**config.mk**
```make
export PLATFORM = sky130hd
export DESIGN_NAME = transfer_ctrl
export DESIGN_NICKNAME = d
export VERILOG_FILES = /design/src/rtl/xfer_pkg.sv /design/src/rtl/xfer_counter.sv /design/src/rtl/transfer_ctrl.sv
export SDC_FILE = /design/constraint.sdc
export NUM_CORES = 1
export LEC_CHECK = 0
export BUFFER_PORTS_ARGS = -buffer_cell sky130_fd_sc_hd__buf_2
export CAP_MARGIN = 20
export CORE_ASPECT_RATIO = 1.2
export CORE_MARGIN = 2
export CORE_UTILIZATION = 30
export DETAILED_ROUTE_END_ITERATION = 16
export GPL_ROUTABILITY_DRIVEN = 1
export SETUP_SLACK_MARGIN = 0.05
export SYNTH_ARGS = -nofsm -noshare
export SYNTH_HDL_FRONTEND = slang
export SYNTH_SLANG_ARGS = --single-unit
```
**constraint.sdc**
```tcl
create_clock -name clk -period 3.6 [get_ports clk]
set_input_delay 0.54 -clock clk [delete_from_list [all_inputs] [get_ports clk]]
set_output_delay 0.54 -clock clk [all_outputs]
set_load 0.02 [all_outputs]
```
**src/rtl/xfer_pkg.sv**
```systemverilog
// Shared definitions for the frame transfer sequencer: state encoding,
// counter width and default data width.
package xfer_pkg;

  localparam int DIM_W          = 13;
  localparam int DEFAULT_DATA_W = 32;

  typedef enum logic [3:0] {
    IDLE    = 4'd0,
    INIT    = 4'd1,
    LD_RD   = 4'd2,
    LD_WR   = 4'd3,
    LD_NEXT = 4'd4,
    COMPUTE = 4'd5,
    ST_RD   = 4'd6,
    ST_WR   = 4'd7,
    ST_NEXT = 4'd8,
    FIN     = 4'd9
  } xfer_state_t;

endpackage

```
**src/rtl/xfer_counter.sv**
```systemverilog
// Unsigned element/row counter with synchronous clear, increment and a
// terminal-value compare against a caller-supplied limit.
module xfer_counter
  import xfer_pkg::*;
(
  input  logic             clk,
  input  logic             n_rst,
  input  logic             clear,
  input  logic             inc,
  input  logic [DIM_W-1:0] term,
  output logic             at_term
);

  logic [DIM_W-1:0] count;

  always_ff @(posedge clk or negedge n_rst) begin
    if (!n_rst)
      count <= '0;
    else if (clear)
      count <= '0;
    else if (inc)
      count <= count + 1'b1;
  end

  assign at_term = (count == term);

endmodule

```
**src/rtl/transfer_ctrl.sv**
```systemverilog
// Row-by-row frame sequencer: loads a row from SDRAM into the SRAM cache,
// triggers compute, then stores width-1 results back, through a one-word buffer.
module transfer_ctrl
  import xfer_pkg::*;
#(
  parameter int DATA_W = DEFAULT_DATA_W
) (
  input  logic              clk,
  input  logic              n_rst,
  input  logic              start_flag,
  input  logic [DIM_W-1:0]  image_width,
  input  logic [DIM_W-1:0]  image_height,
  input  logic              sdram_done,
  input  logic              sram_done,
  input  logic [DATA_W-1:0] sdram_rdata,
  input  logic [DATA_W-1:0] sram_rdata,
  input  logic              compute_done,
  output logic              sdram_read,
  output logic              sdram_write,
  output logic              sram_read,
  output logic              sram_write,
  output logic [DATA_W-1:0] wdata,
  output logic              addr_start,
  output logic              update,
  output logic              sram_mode,
  output logic              sdram_mode,
  output logic              compute_start,
  output logic              busy,
  output logic              done
);

  xfer_state_t       state, next_state;
  logic [DIM_W-1:0]  width_q, height_q;
  logic [DATA_W-1:0] word_q;
  logic              start_ok;
  logic              col_at_term, row_at_term;
  logic              col_clear, col_inc, row_clear, row_inc;
  logic [DIM_W-1:0]  col_term, row_term;

  assign start_ok = (state == IDLE) && start_flag;

  // Load rows copy width words, store rows copy width-1 results.
  assign col_term  = (state == ST_NEXT) ? (width_q - 13'd2) : (width_q - 13'd1);
  assign row_term  = height_q - 13'd1;
  assign col_clear = start_ok || (((state == LD_NEXT) || (state == ST_NEXT)) && col_at_term);
  assign col_inc   = ((state == LD_NEXT) || (state == ST_NEXT)) && !col_at_term;
  assign row_clear = start_ok;
  assign row_inc   = (state == ST_NEXT) && col_at_term && !row_at_term;

  xfer_counter u_col_cnt (
    .clk     (clk),
    .n_rst   (n_rst),
    .clear   (col_clear),
    .inc     (col_inc),
    .term    (col_term),
    .at_term (col_at_term)
  );

  xfer_counter u_row_cnt (
    .clk     (clk),
    .n_rst   (n_rst),
    .clear   (row_clear),
    .inc     (row_inc),
    .term    (row_term),
    .at_term (row_at_term)
  );

  always_comb begin
    next_state = state;
    case (state)
      IDLE: begin
        if (start_flag) begin
          if ((image_width < 13'd2) || (image_height == 13'd0))
            next_state = FIN;
          else
            next_state = INIT;
        end
      end
      INIT:    next_state = LD_RD;
      LD_RD:   if (sdram_done) next_state = LD_WR;
      LD_WR:   if (sram_done) next_state = LD_NEXT;
      LD_NEXT: next_state = col_at_term ? COMPUTE : LD_RD;
      COMPUTE: if (compute_done) next_state = ST_RD;
      ST_RD:   if (sram_done) next_state = ST_WR;
      ST_WR:   if (sdram_done) next_state = ST_NEXT;
      ST_NEXT: begin
        if (!col_at_term)
          next_state = ST_RD;
        else if (row_at_term)
          next_state = FIN;
        else
          next_state = LD_RD;
      end
      FIN:     next_state = IDLE;
      default: next_state = IDLE;
    endcase
  end

  always_ff @(posedge clk or negedge n_rst) begin
    if (!n_rst) begin
      state         <= IDLE;
      width_q       <= '0;
      height_q      <= '0;
      compute_start <= 1'b0;
    end else begin
      state         <= next_state;
      compute_start <= (next_state == COMPUTE) && (state != COMPUTE);
      if (start_ok) begin
        width_q  <= image_width;
        height_q <= image_height;
      end
    end
  end

  // The buffer only captures read data while the matching read is pending.
  always_ff @(posedge clk or negedge n_rst) begin
    if (!n_rst)
      word_q <= '0;
    else if ((state == LD_RD) && sdram_done)
      word_q <= sdram_rdata;
    else if ((state == ST_RD) && sram_done)
      word_q <= sram_rdata;
  end

  assign wdata       = word_q;
  assign sdram_read  = (state == LD_RD);
  assign sram_write  = (state == LD_WR);
  assign sram_read   = (state == ST_RD);
  assign sdram_write = (state == ST_WR);
  assign addr_start  = (state == INIT);
  assign update      = (state == LD_NEXT) || (state == ST_NEXT);
  assign busy        = (state != IDLE);
  assign done        = (state == FIN);
  assign sram_mode   = !((state == ST_RD) || (state == ST_WR) || (state == ST_NEXT));
  assign sdram_mode  = sram_mode;

endmodule

```
Word-level counts from Yosys, hierarchy flattened
Index checks and enable logic that the tools add are counted.
{"block": "op_classes", "add_sub_neg": 5, "n_lt_le_gt_ge": 1, "eq_ne": 13, "mux": 18, "reduce_logical": 22}
{"operator": "two-way mux 13 bit", "n": 5}
{"operator": "two-way mux 32 bit", "n": 2}
{"operator": "two-way mux 4 bit", "n": 9}
{"operator": "one-hot mux 4 bit (9 select lines)", "n": 1}
{"operator": "adder 13 x 1 -> 13 bit (second input constant)", "n": 2}
{"operator": "== test 13 bit", "n": 2}
{"operator": "subtractor 13 x 1 -> 13 bit (second input constant)", "n": 2}
{"operator": "== test 4 x 3 -> 1 bit (second input constant)", "n": 5}
{"operator": "logical NOT 13 bit", "n": 1}
{"operator": "< comparator 13 x 2 -> 1 bit (second input constant)", "n": 1}
{"operator": "subtractor 13 x 2 -> 13 bit (second input constant)", "n": 1}
{"operator": "== test 4 x 2 -> 1 bit (second input constant)", "n": 2}
{"operator": "== test 4 bit (second input constant)", "n": 2}
{"operator": "logical AND 1 bit", "n": 8}
{"operator": "nonzero test 2 bit", "n": 3}
{"operator": "logical OR 1 bit", "n": 5}
{"operator": "== test 4 x 1 -> 1 bit (second input constant)", "n": 1}
{"operator": "logical NOT 4 bit", "n": 1}
{"operator": "!= test 4 x 3 -> 1 bit (second input constant)", "n": 1}
{"operator": "nonzero test 4 bit", "n": 1}
{"operator": "logical NOT 1 bit", "n": 3}
{"operator": "two-way mux 3 bit", "n": 1}
{"block": "word_totals", "reg_bits": 89, "inputBits": 96, "out_inout_bits": 43, "word_cells": 66}

Logic depth before layout (Yosys ltp)
{"block": "logic_depth", "ltp_word": 7, "ltp_mapped": 12, "depth_no_buf": 10}

Modules after synthesis
A second synthesis with hierarchy kept.
{"block": "unflattened", "hier_cells": 503, "hier_area_um2": 4998.5}
{"mod": "transfer_ctrl", "n_inst": 1, "cells_each": 343, "area_each_um2": 3367.0, "seq_area_each_um2": 1576.5}
{"mod": "xfer_counter", "n_inst": 2, "cells_each": 80, "area_each_um2": 815.8, "seq_area_each_um2": 325.3}

Worst setup path before layout
No wires, ideal clock.
{"block": "synth_timing", "kind": "reg-to-reg", "start": "register height_q[0]", "end": "register u_row_cnt.count[5]", "setup_ps": 78, "t_arrival_ps": 3027, "t_required_ps": 3522, "path_slack_ps": 495, "path_stages_with_launch": 13, "path_buffers": 2, "synth_period_minus_slack_ps": 3105, "path_cell_list": "dfrtp_1 inv_1 ha_1 or3b_2 or4_1 a2111oi_0 nand4_1 o31ai_1 or4_1 clkbuf_2 buf_2 o21ai_0 a21oi_1"}
{"block": "synth_via", "elab_chain_len": 5}
{"element": "start: declaration", "line": "transfer_ctrl.sv:33", "text": "logic [DIM_W-1:0] width_q, height_q;"}
{"element": "start signal: assignment", "line": "transfer_ctrl.sv:110", "text": "height_q <= image_height;"}
{"element": "subtractor 13 x 1 -> 13 bit", "line": "transfer_ctrl.sv:44", "text": "assign row_term = height_q - 13'd1;"}
{"element": "== test 13 bit", "line": "xfer_counter.sv:25", "text": "assign at_term = (count == term);"}
{"element": "logical NOT 1 bit", "line": "transfer_ctrl.sv:48", "text": "assign row_inc = (state == ST_NEXT) && col_at_term && !row_at_term;"}
{"element": "logical AND 1 bit", "line": "transfer_ctrl.sv:48"}
{"element": "nonzero test 2 bit (no source line)"}
{"element": "end signal: assignment", "line": "xfer_counter.sv:22", "text": "count <= count + 1'b1;"}
{"element": "end: declaration", "line": "xfer_counter.sv:14", "text": "logic [DIM_W-1:0] count;"}
No other way between the ends.
A chain may end at the register's enable or synchronous reset.

Worst setup path after layout
{"block": "layout_timing", "start": "register height_q[2]", "end": "register u_row_cnt.count[10]"}
The elaborated chain is that of the path after synthesis.

==> qor.txt <==
Status: finished, final reports clean
Clk pin slew, worst setup/hold paths: 0.07 ns
# DRC: 0
Lkg Pwr: 3.18 nW
CTS H-tree lvls: 3
Final WL: 14.0 mm
DP HPWL: 10.6 mm
Worst Setup End Kind: flip-flop
GPL Wtd Cong: 0.823
Seq cells post-synth: 89
Synthesized area: 0.00522 sq mm
Core area: 0.0170 sq mm
FFs w/ async S/R, synth: 100%
Number of distinct library cells after synthesis: 60
Tmin final: 3.29 ns
TritonCTS Buffers: 9
Routed Antenna Nets: 0
Post-layout util: 37.9%
CP cell instances: or4_1 > or3_1 > a21o_1 > a31oi_1 > o31ai_2 > or4_4 > or3_1 > a21oi_1
Max_cap viols: 0
# diodes: 0
Fin Hold WS: 0.162 ns
Buf+Inv Stages, Crit Path: 0
CTS tree: yes
Initial Utilization: 30.7%
F_max: 0.304 GHz
Leading post-synthesis cells by cell area: dfrtp_1 43%, mux2i_1 7.5%, nand2_1 7.1%
Fraction of layout cells with a size suffix above 1: 25.0%
Die Wd: 124 um
Die ar.: 0.0185 sq mm
Worst Setup Start Kind: flip-flop
Clk sinks: 89
Root Driver: clkbuf_16
Hold Fails Final Rpt: 0
Placed standard-cell area: 0.00614 sq mm
CP arrival: 3.56 ns
Non-Filler Cell Area, Final: 0.00644 sq mm
Area Overhead vs Synth: 23.4%
IO Port Bufs: 138
Via count: 4,722
Reg2Reg Setup Slack: 0.31 ns
Worst-margin pin slew: 1.01 ns
Fillcell total: 1,759
Power Density: 753 mW/mm^2
RR Endpoint: u_row_cnt.count[10]
Worst R2R Path Depth: 8
Clock skew: 0.0135 ns
Max FO, Critical Path: 18
Total power: 0.00485 W
DR iter-0 viols: 310
Sum of negative setup slack: 0 ns
Setup violators final: 0
Via density: 4.98
Initial antenna violation count: 0
WL per Instance: 14.8 um
Critical path required time: 3.87 ns
Global route overflow: 0
Slew Limit Fails: 0
Vias in the first global route: 4,745
Reg2reg start: height_q[2]
Vert. Die Dim: 148 um
Worst Hold Class: in2async
Relative slew slack: 32.3%
I/O pin count: 139
Global-route wire length before repair: 23.3 mm
Post-synth EDFFs: 0
Sequential element share of the synthesized area: 42.7%
Gr usage total: 15.5%
Top Family by Delay on Critical Path: simple AND/OR/NAND/NOR gates
CP dominant cell by count: or3_1
Period Utilization, post-route: 91.5%
Critical setup path kind: reg2reg
Worst stage delay on the critical path: 0.64 ns
Synth top cells by count: 98 x nand2_1, 89 x dfrtp_1, 67 x nor2_1, 47 x a21oi_1, 39 x mux2i_1
Count leader, synth: nand2_1
CTS max path bufs: 2
Synthesized area per cell: 8.72 sq um
Slowest stage cell, crit path: or4_1
Synth warn: 0
Worst-Skew Late Latency: 0.36 ns
Largest net degree at the start of global routing: 41
Syn Inst Count: 598
DRT Pass-1 Iters: 4
RSZ-0062 raised after global routing: false
Hold buffer count at cts: 0
Post-synth top area share: 42.7%
Final #Nets: 828
Yosys top cell by area: dfrtp_1
Syn_nets: 699
Rows: 52
Peak VDD IR: 0.301 mV
Primary FF master, synth: dfrtp_1
cells in the final DEF (no fill, tap or decap), types with 9 or more instances in the layout:
master and instances:
buf_2 137, nand2b_1 9, or3_1 11, mux2i_1 39, buf_4 15, a21oi_1 47, nand3_1 14, nand4_1 10
nor2_1 67, xnor2_1 22, nor3_1 9, dfrtp_1 89, nor4_1 10, inv_1 15, clkbuf_16 9, o21ai_0 22
xor2_1 17, nand2_1 96
where the power goes:
| part | total, W | switching [W] | internal (W) | leakage [nW] |
|---|---|---|---|---|
| Sequential | 0.00168 | 0.000330 | 0.00135 | 1.10 |
| Combinational | 0.00222 | 0.00132 | 0.000902 | 1.93 |
| Clock | 0.000951 | 0.000462 | 0.000488 | 0.145 |
| Total | 0.00485 | 0.00211 | 0.00274 | 3.18 |
worst reg2reg max path: stages, from the launching register on:
cell and delay, ns:
dfrtp_1 0.47, or4_1 0.64, or3_1 0.39, a21o_1 0.18, a31oi_1 0.32, o31ai_2 0.14
or4_4 0.54, or3_1 0.38, a21oi_1 0.15
state kept, by name, indices dropped and copies added, names as in the netlist:
signal	flops
height_q	13
u_row_cnt.count	13
u_col_cnt.count	13
compute_start	1
width_q	13
state	4
wdata	32
routing by layer:
metal	vias up	global-route usage (%)	part of all wire, %
met3	29	3.49	4.1
met2	90	26.9	50
met5	-	0	0
li1	2352	-	-
met4	0	6.74	3.1
met1	2251	18.4	43
through the flow:
step	setup slack, ns	cells
floorplan	0.495	598
global placement	0.206	932
detailed placement	0.0950	932
CTS	0.0666	948
global route	0.0992	948
finish	0.305	948
logic make-up after synthesis:
group | Yosys count | synth area share (%)
AOI/OAI and AO/OA | 111 | 12.9
xor gates and xnor gates | 40 | 6.98
adders and majority gates | 5 | 1.20
buffers and inverters | 49 | 3.98
DFF | 89 | 42.7
muxes | 41 | 7.92
and+or+nand+nor | 263 | 24.3
how the worst max path moves through the flow:
stage,start,to,slack [ns],depth (start not counted)
after CTS,height_q[0],u_row_cnt.count[10],0.07,10
after global routing,height_q[0],u_row_cnt.count[4],0.1,10
after floorplan,height_q[0],u_row_cnt.count[5],0.49,12
after global placement,height_q[0],u_row_cnt.count[11],0.21,10
final,height_q[2],u_row_cnt.count[10],0.31,8
after detailed placement,height_q[0],u_row_cnt.count[10],0.1,10
final cells by class:
| type | instances | area, sq um | share of cell area [%] |
|---|---|---|---|
| Multi-Input combinational cell | 460 | 2800 | 43.4 |
| Sequential cell | 89 | 2230 | 34.6 |
| Timing Repair Buffer | 152 | 798 | 12.4 |
| Tap cell | 216 | 270 | 4.20 |
| Clock buffer | 9 | 225 | 3.50 |
| Clock inverter | 7 | 66.3 | 1.03 |
| Inverter | 15 | 56.3 | 0.874 |
timing repair:
action / CTS / global route
gates resized for setup: 0 / 2
setup buffers: 0 / 0
endpoints found under the setup margin: 0 / 9
(Power assumes the default switching activity.)
